File: src/rtl/cub_interconnect_tx_if.sv
// Link bundle between a source cubank's R17 write port and the neighbour's tap inputs.
// The master drives the strobe, accept and flush signals; the slave is the transmit block.
interface cub_interconnect_tx_if #(
    parameter int unsigned DATA_WIDTH = 32,
    parameter int unsigned DEPTH      = 4
);
    localparam int unsigned CW = $clog2(DEPTH + 1);

    logic [DATA_WIDTH-1:0] cub_interconnect_reg_i;
    logic                  cub_interconnect_wr_i;
    logic                  dst_accept_i;
    logic                  flush_i;
    logic                  cub_interconnect_valid_o;
    logic [DATA_WIDTH-1:0] tap_reg_0_o;
    logic [DATA_WIDTH-1:0] tap_reg_1_o;
    logic [DATA_WIDTH-1:0] tap_reg_2_o;
    logic [DATA_WIDTH-1:0] tap_reg_3_o;
    logic [CW-1:0]         fifo_cnt_o;
    logic                  fifo_full_o;
    logic                  overflow_o;
    logic                  busy_o;
    logic                  timeout_o;

    modport master (
        output cub_interconnect_reg_i, cub_interconnect_wr_i, dst_accept_i, flush_i,
        input  cub_interconnect_valid_o, tap_reg_0_o, tap_reg_1_o, tap_reg_2_o, tap_reg_3_o,
        input  fifo_cnt_o, fifo_full_o, overflow_o, busy_o, timeout_o
    );

    modport slave (
        input  cub_interconnect_reg_i, cub_interconnect_wr_i, dst_accept_i, flush_i,
        output cub_interconnect_valid_o, tap_reg_0_o, tap_reg_1_o, tap_reg_2_o, tap_reg_3_o,
        output fifo_cnt_o, fifo_full_o, overflow_o, busy_o, timeout_o
    );
endinterface

File: src/rtl/cub_interconnect_tx.sv
// Transmit side of a cubank interconnect link: buffers R17 write strobes in a FIFO and
// shifts popped words into a 4-tap chain feeding the neighbour cubank.
module cub_interconnect_tx #(
    parameter int unsigned DATA_WIDTH = 32,
    parameter int unsigned DEPTH      = 4,
    parameter int unsigned STALL_MAX  = 255
) (
    input logic                  clk,
    input logic                  rst_n,
    cub_interconnect_tx_if.slave bus
);
    localparam int unsigned AW = (DEPTH > 1) ? $clog2(DEPTH) : 1;
    localparam int unsigned CW = $clog2(DEPTH + 1);
    localparam int unsigned SW = $clog2(STALL_MAX + 1);

    typedef enum logic [1:0] {StIdle, StSend, StStall} state_e;

    logic [DATA_WIDTH-1:0] mem_q [DEPTH];
    logic [DATA_WIDTH-1:0] tap_q [4];
    logic [AW-1:0]         wr_ptr_q, rd_ptr_q;
    logic [CW-1:0]         cnt_q, cnt_d;
    logic [SW-1:0]         stall_q, stall_d;
    state_e                state_q, state_d;
    logic                  valid_q, overflow_q, overflow_d, timeout_q, timeout_d;
    logic                  flush, full, push, pop, drop;

    assign flush = bus.flush_i;
    assign full  = (cnt_q == CW'(DEPTH));
    // Pop decision uses the registered count, so a word can never leave on its push edge.
    assign pop   = !flush && (cnt_q != '0) && bus.dst_accept_i;
    assign push  = !flush && bus.cub_interconnect_wr_i && (!full || pop);
    assign drop  = !flush && bus.cub_interconnect_wr_i && full && !pop;

    always_comb begin
        cnt_d = cnt_q;
        if (flush) begin
            cnt_d = '0;
        end else begin
            case ({push, pop})
                2'b10:   cnt_d = cnt_q + CW'(1);
                2'b01:   cnt_d = cnt_q - CW'(1);
                default: cnt_d = cnt_q;
            endcase
        end
    end

    always_comb begin
        state_d    = state_q;
        stall_d    = stall_q;
        overflow_d = flush ? 1'b0 : (overflow_q | drop);
        timeout_d  = flush ? 1'b0 : (timeout_q | (stall_q == SW'(STALL_MAX)));
        if (cnt_d == '0) begin
            state_d = StIdle;
            stall_d = '0;
        end else if (pop || state_q == StIdle) begin
            state_d = StSend;
            stall_d = '0;
        end else begin
            state_d = StStall;
            if (stall_q != SW'(STALL_MAX)) begin
                stall_d = stall_q + SW'(1);
            end
        end
    end

    always_ff @(posedge clk or negedge rst_n) begin
        if (!rst_n) begin
            state_q    <= StIdle;
            stall_q    <= '0;
            cnt_q      <= '0;
            wr_ptr_q   <= '0;
            rd_ptr_q   <= '0;
            valid_q    <= 1'b0;
            overflow_q <= 1'b0;
            timeout_q  <= 1'b0;
            for (int i = 0; i < 4; i++) begin
                tap_q[i] <= '0;
            end
        end else begin
            state_q    <= state_d;
            stall_q    <= stall_d;
            cnt_q      <= cnt_d;
            valid_q    <= pop;
            overflow_q <= overflow_d;
            timeout_q  <= timeout_d;
            if (flush) begin
                wr_ptr_q <= '0;
                rd_ptr_q <= '0;
                for (int i = 0; i < 4; i++) begin
                    tap_q[i] <= '0;
                end
            end else begin
                if (push) begin
                    wr_ptr_q <= wr_ptr_q + AW'(1);
                end
                if (pop) begin
                    rd_ptr_q <= rd_ptr_q + AW'(1);
                    tap_q[0] <= mem_q[rd_ptr_q];
                    tap_q[1] <= tap_q[0];
                    tap_q[2] <= tap_q[1];
                    tap_q[3] <= tap_q[2];
                end
            end
        end
    end

    // Storage needs no reset: the count and pointers define which entries are live.
    always_ff @(posedge clk) begin
        if (push) begin
            mem_q[wr_ptr_q] <= bus.cub_interconnect_reg_i;
        end
    end

    assign bus.cub_interconnect_valid_o = valid_q;
    assign bus.tap_reg_0_o              = tap_q[0];
    assign bus.tap_reg_1_o              = tap_q[1];
    assign bus.tap_reg_2_o              = tap_q[2];
    assign bus.tap_reg_3_o              = tap_q[3];
    assign bus.fifo_cnt_o               = cnt_q;
    assign bus.fifo_full_o              = full;
    assign bus.overflow_o               = overflow_q;
    assign bus.busy_o                   = (state_q != StIdle);
    assign bus.timeout_o                = timeout_q;
endmodule

File: src/flat_wrapper.sv
// flat-port wrapper written by rule: the top's interface ports become plain ports
module cub_interconnect_tx_flat 
#(
    parameter int unsigned DATA_WIDTH = 32,
    parameter int unsigned DEPTH      = 4,
    parameter int unsigned STALL_MAX  = 255
)
  (clk, rst_n, bus_cub_interconnect_reg_i, bus_cub_interconnect_wr_i, bus_dst_accept_i, bus_flush_i, bus_cub_interconnect_valid_o, bus_tap_reg_0_o, bus_tap_reg_1_o, bus_tap_reg_2_o, bus_tap_reg_3_o, bus_fifo_cnt_o, bus_fifo_full_o, bus_overflow_o, bus_busy_o, bus_timeout_o);
  cub_interconnect_tx_if #(.DATA_WIDTH(DATA_WIDTH), .DEPTH(DEPTH)) bus_i ();
  input logic clk;
  input logic rst_n;
  input wire logic [$bits(bus_i.cub_interconnect_reg_i)-1:0] bus_cub_interconnect_reg_i;
  input wire logic [$bits(bus_i.cub_interconnect_wr_i)-1:0] bus_cub_interconnect_wr_i;
  input wire logic [$bits(bus_i.dst_accept_i)-1:0] bus_dst_accept_i;
  input wire logic [$bits(bus_i.flush_i)-1:0] bus_flush_i;
  output wire logic [$bits(bus_i.cub_interconnect_valid_o)-1:0] bus_cub_interconnect_valid_o;
  output wire logic [$bits(bus_i.tap_reg_0_o)-1:0] bus_tap_reg_0_o;
  output wire logic [$bits(bus_i.tap_reg_1_o)-1:0] bus_tap_reg_1_o;
  output wire logic [$bits(bus_i.tap_reg_2_o)-1:0] bus_tap_reg_2_o;
  output wire logic [$bits(bus_i.tap_reg_3_o)-1:0] bus_tap_reg_3_o;
  output wire logic [$bits(bus_i.fifo_cnt_o)-1:0] bus_fifo_cnt_o;
  output wire logic [$bits(bus_i.fifo_full_o)-1:0] bus_fifo_full_o;
  output wire logic [$bits(bus_i.overflow_o)-1:0] bus_overflow_o;
  output wire logic [$bits(bus_i.busy_o)-1:0] bus_busy_o;
  output wire logic [$bits(bus_i.timeout_o)-1:0] bus_timeout_o;
  assign bus_i.cub_interconnect_reg_i = bus_cub_interconnect_reg_i;
  assign bus_i.cub_interconnect_wr_i = bus_cub_interconnect_wr_i;
  assign bus_i.dst_accept_i = bus_dst_accept_i;
  assign bus_i.flush_i = bus_flush_i;
  assign bus_cub_interconnect_valid_o = bus_i.cub_interconnect_valid_o;
  assign bus_tap_reg_0_o = bus_i.tap_reg_0_o;
  assign bus_tap_reg_1_o = bus_i.tap_reg_1_o;
  assign bus_tap_reg_2_o = bus_i.tap_reg_2_o;
  assign bus_tap_reg_3_o = bus_i.tap_reg_3_o;
  assign bus_fifo_cnt_o = bus_i.fifo_cnt_o;
  assign bus_fifo_full_o = bus_i.fifo_full_o;
  assign bus_overflow_o = bus_i.overflow_o;
  assign bus_busy_o = bus_i.busy_o;
  assign bus_timeout_o = bus_i.timeout_o;
  cub_interconnect_tx #(.DATA_WIDTH(DATA_WIDTH), .DEPTH(DEPTH), .STALL_MAX(STALL_MAX)) u_core (.clk(clk), .rst_n(rst_n), .bus(bus_i));
endmodule
File: config.mk
export PLATFORM = sky130hd
export DESIGN_NAME = cub_interconnect_tx_flat
export DESIGN_NICKNAME = d
export VERILOG_FILES = /design/src/rtl/cub_interconnect_tx_if.sv /design/src/rtl/cub_interconnect_tx.sv /design/src/flat_wrapper.sv
export SDC_FILE = /design/constraint.sdc
export NUM_CORES = 1
export LEC_CHECK = 0
export ABC_AREA = 1
export CORE_AREA = 2 2 156 158
export CTS_CLUSTER_SIZE = 16
export DETAILED_ROUTE_END_ITERATION = 7
export DIE_AREA = 0 0 158 160
export PLACE_DENSITY = 0.68
export SYNTH_ARGS = -nofsm -noshare
export SYNTH_HDL_FRONTEND = slang
export SYNTH_SLANG_ARGS = --single-unit
File: constraint.sdc
create_clock -name clk -period 3.7 [get_ports clk]
set_clock_uncertainty 0.05 [all_clocks]
set_input_delay 0.74 -clock clk [delete_from_list [all_inputs] [get_ports clk]]
set_output_delay 0.74 -clock clk [all_outputs]
set_load 0.1 [all_outputs]
==> results of run 1 <==
## registers in the layout (all words and copies together), names as in the netlist
register / count
u_core.mem_q: 128
u_core.bus.tap_reg_0_o: 32
u_core.bus.tap_reg_1_o: 32
u_core.bus.tap_reg_2_o: 32
u_core.bus.tap_reg_3_o: 32
u_core.stall_q: 8
u_core.bus.fifo_cnt_o: 3
u_core.rd_ptr_q: 2
u_core.state_q: 2
u_core.wr_ptr_q: 2
u_core.bus.cub_interconnect_valid_o: 1
u_core.bus.overflow_o: 1
u_core.bus.timeout_o: 1
## per-stage QoR
step / instance area [um2] / utilization, %
detailed placement: 12600 / 52.8
global placement: 12600 / 52.8
CTS: 13600 / 57.0
global route: 13600 / 57.0
floorplan: 10500 / -
finish: 13600 / 57.0
## layout make-up
| type | count | area, um2 |
|---|---|---|
| sequential | 276 | 7550 |
| fill | 1956 | 10200 |
| clock inverter | 21 | 282 |
| tap | 324 | 405 |
| inverter | 129 | 484 |
| multi-input combinational | 445 | 2280 |
| clock buffer | 31 | 733 |
| timing repair buffer | 186 | 1850 |
## routing by layer
layer | up-vias | wire length [um]
met3 | 28 | 1340
met4 | 0 | 358
met1 | 3455 | 11100
li1 | 3403 | -
met2 | 210 | 11100
met5 | - | 0
## synth_stat cells
library cell	instances
inv_1	126
and3_1	1
nand2_2	3
nor2_2	2
dfrtp_1	148
xnor2_1	2
nor3_1	2
inv_2	3
fa_1	1
o21ai_0	130
nand2_1	92
nand2_4	1
buf_2	9
a31oi_1	2
nand3_1	13
ha_1	5
o22ai_1	96
buf_6	1
nor2_1	82
xor2_1	3
nand3b_1	1
nor2_4	1
clkbuf_1	37
edfxtp_1	128
nor3b_1	1
nand3_4	1
nand4_1	2
a21oi_1	3
nand3_2	1
## power breakdown
part / switching, mW / total [mW] / internal [mW] / leakage [nW]
registers: 0.0490 / 3.38 / 3.33 / 3.21
logic: 0.876 / 1.14 / 0.260 / 1.63
clock network: 1.14 / 3.05 / 1.91 / 0.477
total: 2.06 / 7.56 / 5.50 / 5.32
## logic make-up (layout without fill, tap and decap cells)
family	after synthesis	count (layout)	synth area share [%]
flip-flops	276	276	72.0
AO/OA/AOI/OAI	231	231	12.2
AND/OR/NAND/NOR	203	203	8.05
buffers and inverters	176	367	6.49
adder cells (fa/ha/maj)	6	6	0.788
XOR/XNOR	5	5	0.418
## cells in the final DEF, fill, tap and decap left out, types with 2 or more instances in the layout
master / instances
xor2_1: 3
a31oi_1: 2
buf_12: 2
clkinv_1: 7
nand2_4: 2
nor2_1: 78
dfrtp_1: 147
nor2_4: 5
inv_1: 125
nor2_2: 2
nand3_1: 13
nand2_1: 92
nand4_1: 2
o22ai_1: 96
clkinvlp_2: 4
o21ai_0: 130
edfxtp_1: 128
clkbuf_16: 29
ha_1: 5
xnor2_1: 2
a21oi_1: 3
clkinvlp_4: 2
nor3_1: 2
inv_2: 3
nand2_2: 2
buf_4: 15
clkdlybuf4s50_1: 168
clkbuf_1: 2
bufinv_16: 7
## path summary, 6_finish.rpt
check                      slack (ps)                  startpoint                          to  cells after the start
setup reg to reg                 1380          u_core.rd_ptr_q[0]   u_core.bus.tap_reg_0_o[4]                      6
hold reg to reg                   430  u_core.bus.tap_reg_3_o[31]  u_core.bus.tap_reg_3_o[31]                      2
max in group asynchronous        2410                       rst_n          u_core.rd_ptr_q[0]                      2
hold / removal                    260                       rst_n  u_core.bus.tap_reg_3_o[29]                      1
min in group clk                  430  u_core.bus.tap_reg_3_o[31]  u_core.bus.tap_reg_3_o[31]                      2
setup / recovery                  760    u_core.bus.fifo_cnt_o[1]           bus_fifo_cnt_o[1]                      1
==> flow_summary.json, run 1 <==
{
  "clk_pin_slew_ps": 70,
  "row_count": 57,
  "crit_buf_inv": 1,
  "vdd_drop_max_uv": 321,
  "met1_usage_pct": 27.6,
  "grt_pass1_vias": 6766,
  "cp_top_family": "buffers and inverters",
  "yosysTopAreaCellShare_pct": 36.7,
  "cp_max_fo": 4,
  "synth.ff_latch_count": 276,
  "fp.coreArea_mm2": 0.0238,
  "critPathSlowestCell": "clkdlybuf4s50_1",
  "finalCriticalPeriod_ps": 2940,
  "drc": 0,
  "avgSynthCellArea_um2": 11.7,
  "numCtsBuffers": 28,
  "cts_hold_buf": 0,
  "ys_types": 29,
  "drv_cap": 0,
  "start_kind": "flop",
  "syn_nets": 940,
  "cts_tree": "done",
  "first_pass_iters": 5,
  "drtAntennaViolNets": 0,
  "rsz0062_at_grt": "false",
  "root_buffer": "clkbuf_16",
  "worstSetupPathType": "reg -> out",
  "gp_congestion": 0.871,
  "grt_util_met2_pct": 29.0,
  "synth_top_area_cell": "edfxtp_1",
  "track_usage_pct": 18.6,
  "die_area_mm2": 0.0253,
  "die_x_um": 158,
  "area_growth_syn_to_layout_pct": 29.7,
  "grt_max_degree": 109,
  "cp.arrival_ps": 2150,
  "slowest_delay_ps": 1180,
  "ys_seq_area_share_pct": 72.0,
  "ys_top_cells_by_area": "edfxtp_1 (37%), dfrtp_1 (35%), o21ai_0 (6.2%), o22ai_1 (5.7%), inv_1 (4.5%)",
  "routed_wl_mm": 23.9,
  "min_path_type": "in -> async",
  "ios": 173,
  "max_slew_margin_pct": 29.3,
  "clock_path_buffers": 3,
  "overflow": 0,
  "worstPathRequired_ps": 2910,
  "gr-usage-met3_pct": 3.15,
  "setup.worst_path.end_class": "primary output",
  "post_cts_resized": 0,
  "synth_warnings": 0,
  "via_per_inst": 5.03,
  "clkLatencyLatePin_ps": 530,
  "status": "finished clean",
  "syn-cell-area_mm2": 0.0105,
  "finalPower_mw": 7.56,
  "cts_sinks": 276,
  "hold_slack_ps": 259,
  "final_cells": 1412,
  "drt-initial-drc-count": 451,
  "cp_cell_sequence": "clkdlybuf4s50_1",
  "pre_cts_slack_ps": 628,
  "grt.busiest_layer": "met2",
  "diodes": 0,
  "finalCritPeriodShare_pct": 79.5,
  "htree_levels": 1,
  "routed-via-count": 7096,
  "timing_max_transition_violations_final": 0,
  "initial_utilization_pct": 44.0,
  "post_cts_buffers": 0,
  "grt_pass1_wl_mm": 37.1,
  "finalWorstSetupSlack_ps": 759,
  "dp_hpwl_mm": 15.0,
  "power.density_mw_per_mm2": 557,
  "dp.cells": 1360,
  "nets": 1109,
  "antenna_found_initial": 0,
  "hold_viol_final": 0,
  "layout-drive-gt1-share_pct": 7.26,
  "synthCells": 897,
  "drt-wirelength-per-cell_um": 16.9,
  "tns_ps": 0,
  "setup_violations": 0,
  "fmax_mhz": 340,
  "port_buffers": 172,
  "power.leakage_nw": 5.32,
  "die_h_um": 160,
  "worstMarginPinSlew_ps": 1060
}
No activity file was read; power rests on OpenSTA's default activity.
==> run 2: changes to the inputs <==
Clock period 3.7 ns to 2.9 ns, I/O delays scaled along.
==> flow_summary.json, run 2 (synthesis gave the netlist of run 1 again) <==
{
  "root_buffer": "clkbuf_16",
  "clkLatencyLatePin_ps": 530,
  "cp_top_family": "flip-flops",
  "cp_cell_sequence": "nor2_1 > nand2_1 > clkinvlp_4 > buf_4",
  "cts_sinks": 276,
  "antenna_found_initial": 0,
  "final_common_cell": "buf_4",
  "gp_congestion": 0.923,
  "via_per_inst": 4.97,
  "dp_hpwl_mm": 15.5,
  "layout-drive-gt1-share_pct": 20.4,
  "status": "finished clean",
  "drtAntennaViolNets": 0,
  "multiInputGateArea_mm2": 0.00228,
  "slowest_delay_ps": 510,
  "drt-wirelength-per-cell_um": 16.8,
  "clk_pin_slew_ps": 60,
  "fmax_mhz": 422,
  "htree_levels": 1,
  "drt-initial-drc-count": 492,
  "power.leakage_nw": 5.61,
  "area_growth_syn_to_layout_pct": 26.9,
  "setup_violations": 0,
  "grt_pass1_wl_mm": 37.3,
  "critPathSlowestCell": "dfrtp_4",
  "timing_max_transition_violations_final": 0,
  "row_count": 57,
  "rsz0062_at_grt": "false",
  "setup.worst_path.end_class": "primary output",
  "fp.coreArea_mm2": 0.0238,
  "nets": 1116,
  "finalCritPeriodShare_pct": 81.7,
  "finalCriticalPeriod_ps": 2370,
  "clock_path_buffers": 3,
  "die_h_um": 160,
  "worstPathRequired_ps": 2270,
  "final_cells": 1417,
  "numCtsBuffers": 27,
  "grt_max_degree": 97,
  "crit_buf_inv": 2,
  "stdcell_area_mm2": 0.0133,
  "largest_reg_flops": 128,
  "die_area_mm2": 0.0253,
  "hold_viol_final": 0,
  "final_cell_mix": "buf_4 (151), dfrtp_1 (144), o21ai_0 (130)",
  "cts_tree": "done",
  "min_path_type": "reg -> reg",
  "overflow": 0,
  "routed_wl_mm": 23.8,
  "worstMarginPinSlew_ps": 960,
  "placed_area_mm2": 0.0123,
  "drc": 0,
  "port_buffers": 172,
  "ios": 173,
  "vdd_drop_max_uv": 352,
  "first_pass_iters": 5,
  "hold_slack_ps": 434,
  "tns_ps": 0,
  "track_usage_pct": 18.7,
  "initial_utilization_pct": 44.0,
  "routed-via-count": 7043,
  "grt_pass1_vias": 6897,
  "fillers": 2029,
  "max_slew_margin_pct": 36.0,
  "drv_cap": 0,
  "power.density_mw_per_mm2": 704,
  "regArea_mm2": 0.00756,
  "start_kind": "flop",
  "die_x_um": 158,
  "worstSetupPathType": "reg -> out",
  "cp_max_fo": 4,
  "regMostFlops": "u_core.mem_q",
  "diodes": 0,
  "post_cts_buffers": 0,
  "dp.cells": 1367,
  "cp.arrival_ps": 1740
}
run 2: changes by cell type in the layout (fill, tap and decap cells not counted), moves of 2 or more:
cell and change:
buf_12 +4, buf_4 +136, bufinv_16 -4, clkbuf_1 +3, clkbuf_4 +2, clkbuf_8 +6
clkdlybuf4s50_1 -133, clkinv_1 -6, clkinv_2 +4, clkinvlp_2 -4, dfrtp_1 -3, dfrtp_4 +2
run 2: stage by stage:
| step | util [%] | setup slack [ps] | total power [mW] |
|---|---|---|---|
| after floorplan | - | 27.7 | 5.38 |
| after global placement | 51.8 | 296 | 5.82 |
| after detailed placement | 51.8 | 236 | 5.84 |
| after CTS | 55.8 | 507 | 9.45 |
| after global routing | 55.8 | 412 | 9.69 |
| final | 55.8 | 531 | 9.36 |
run 2: worst register-to-register path, stage by stage, from the launching register on:
cell and delay, ps:
dfrtp_4 510, nor2_1 140, nand2_1 140, nand3_1 120, inv_1 60, fa_1 380
nand4_1 110, nand2_1 70, inv_1 70, nand2_1 50, nand2_1 60, nand3_2 100
nand2_4 150, nand2_2 100, nand2_1 90
run 2: worst paths after layout:
check	to	cells after the start	from	slack, ps
max reg2reg	u_core.stall_q[6]	14	u_core.bus.fifo_cnt_o[1]	640
min	u_core.bus.tap_reg_3_o[24]	2	u_core.bus.tap_reg_3_o[24]	430
max in group asynchronous	u_core.bus.tap_reg_1_o[17]	3	rst_n	1570
min reg2reg	u_core.bus.tap_reg_3_o[24]	2	u_core.bus.tap_reg_3_o[24]	430
min in group asynchronous	u_core.bus.tap_reg_2_o[29]	2	rst_n	520
max	bus_fifo_full_o	4	u_core.bus.fifo_cnt_o[1]	530
run 2: area by class of cell:
class | instances | share of cell area (%)
Sequential cell | 276 | 56.9
Multi-Input combinational cell | 445 | 17.2
Timing Repair Buffer | 194 | 12.2
Clock buffer | 41 | 6.15
Inverter | 129 | 3.67
Tap cell | 324 | 3.05
Clock inverter | 8 | 0.866
run 2: repair_timing:
action                     CTS  global route
hold buffers                 1             0
setup endpoints to repair    0             0
hold endpoints to repair    49             0
resized for setup            0             0
run 2: layer usage:
layer | wire length [um] | track usage [%] | up-vias
met2 | 10600 | 28.1 | 198
li1 | - | - | 3404
met5 | 0 | 0 | -
met3 | 1150 | 2.20 | 48
met4 | 704 | 6.35 | 0
met1 | 11300 | 28.4 | 3393
run 2: report_power, final:
group	leakage (nW)	internal [mW]	switching, mW
clock	0.465	2.20	1.40
combinational	1.94	0.323	1.12
sequential	3.21	4.25	0.0648
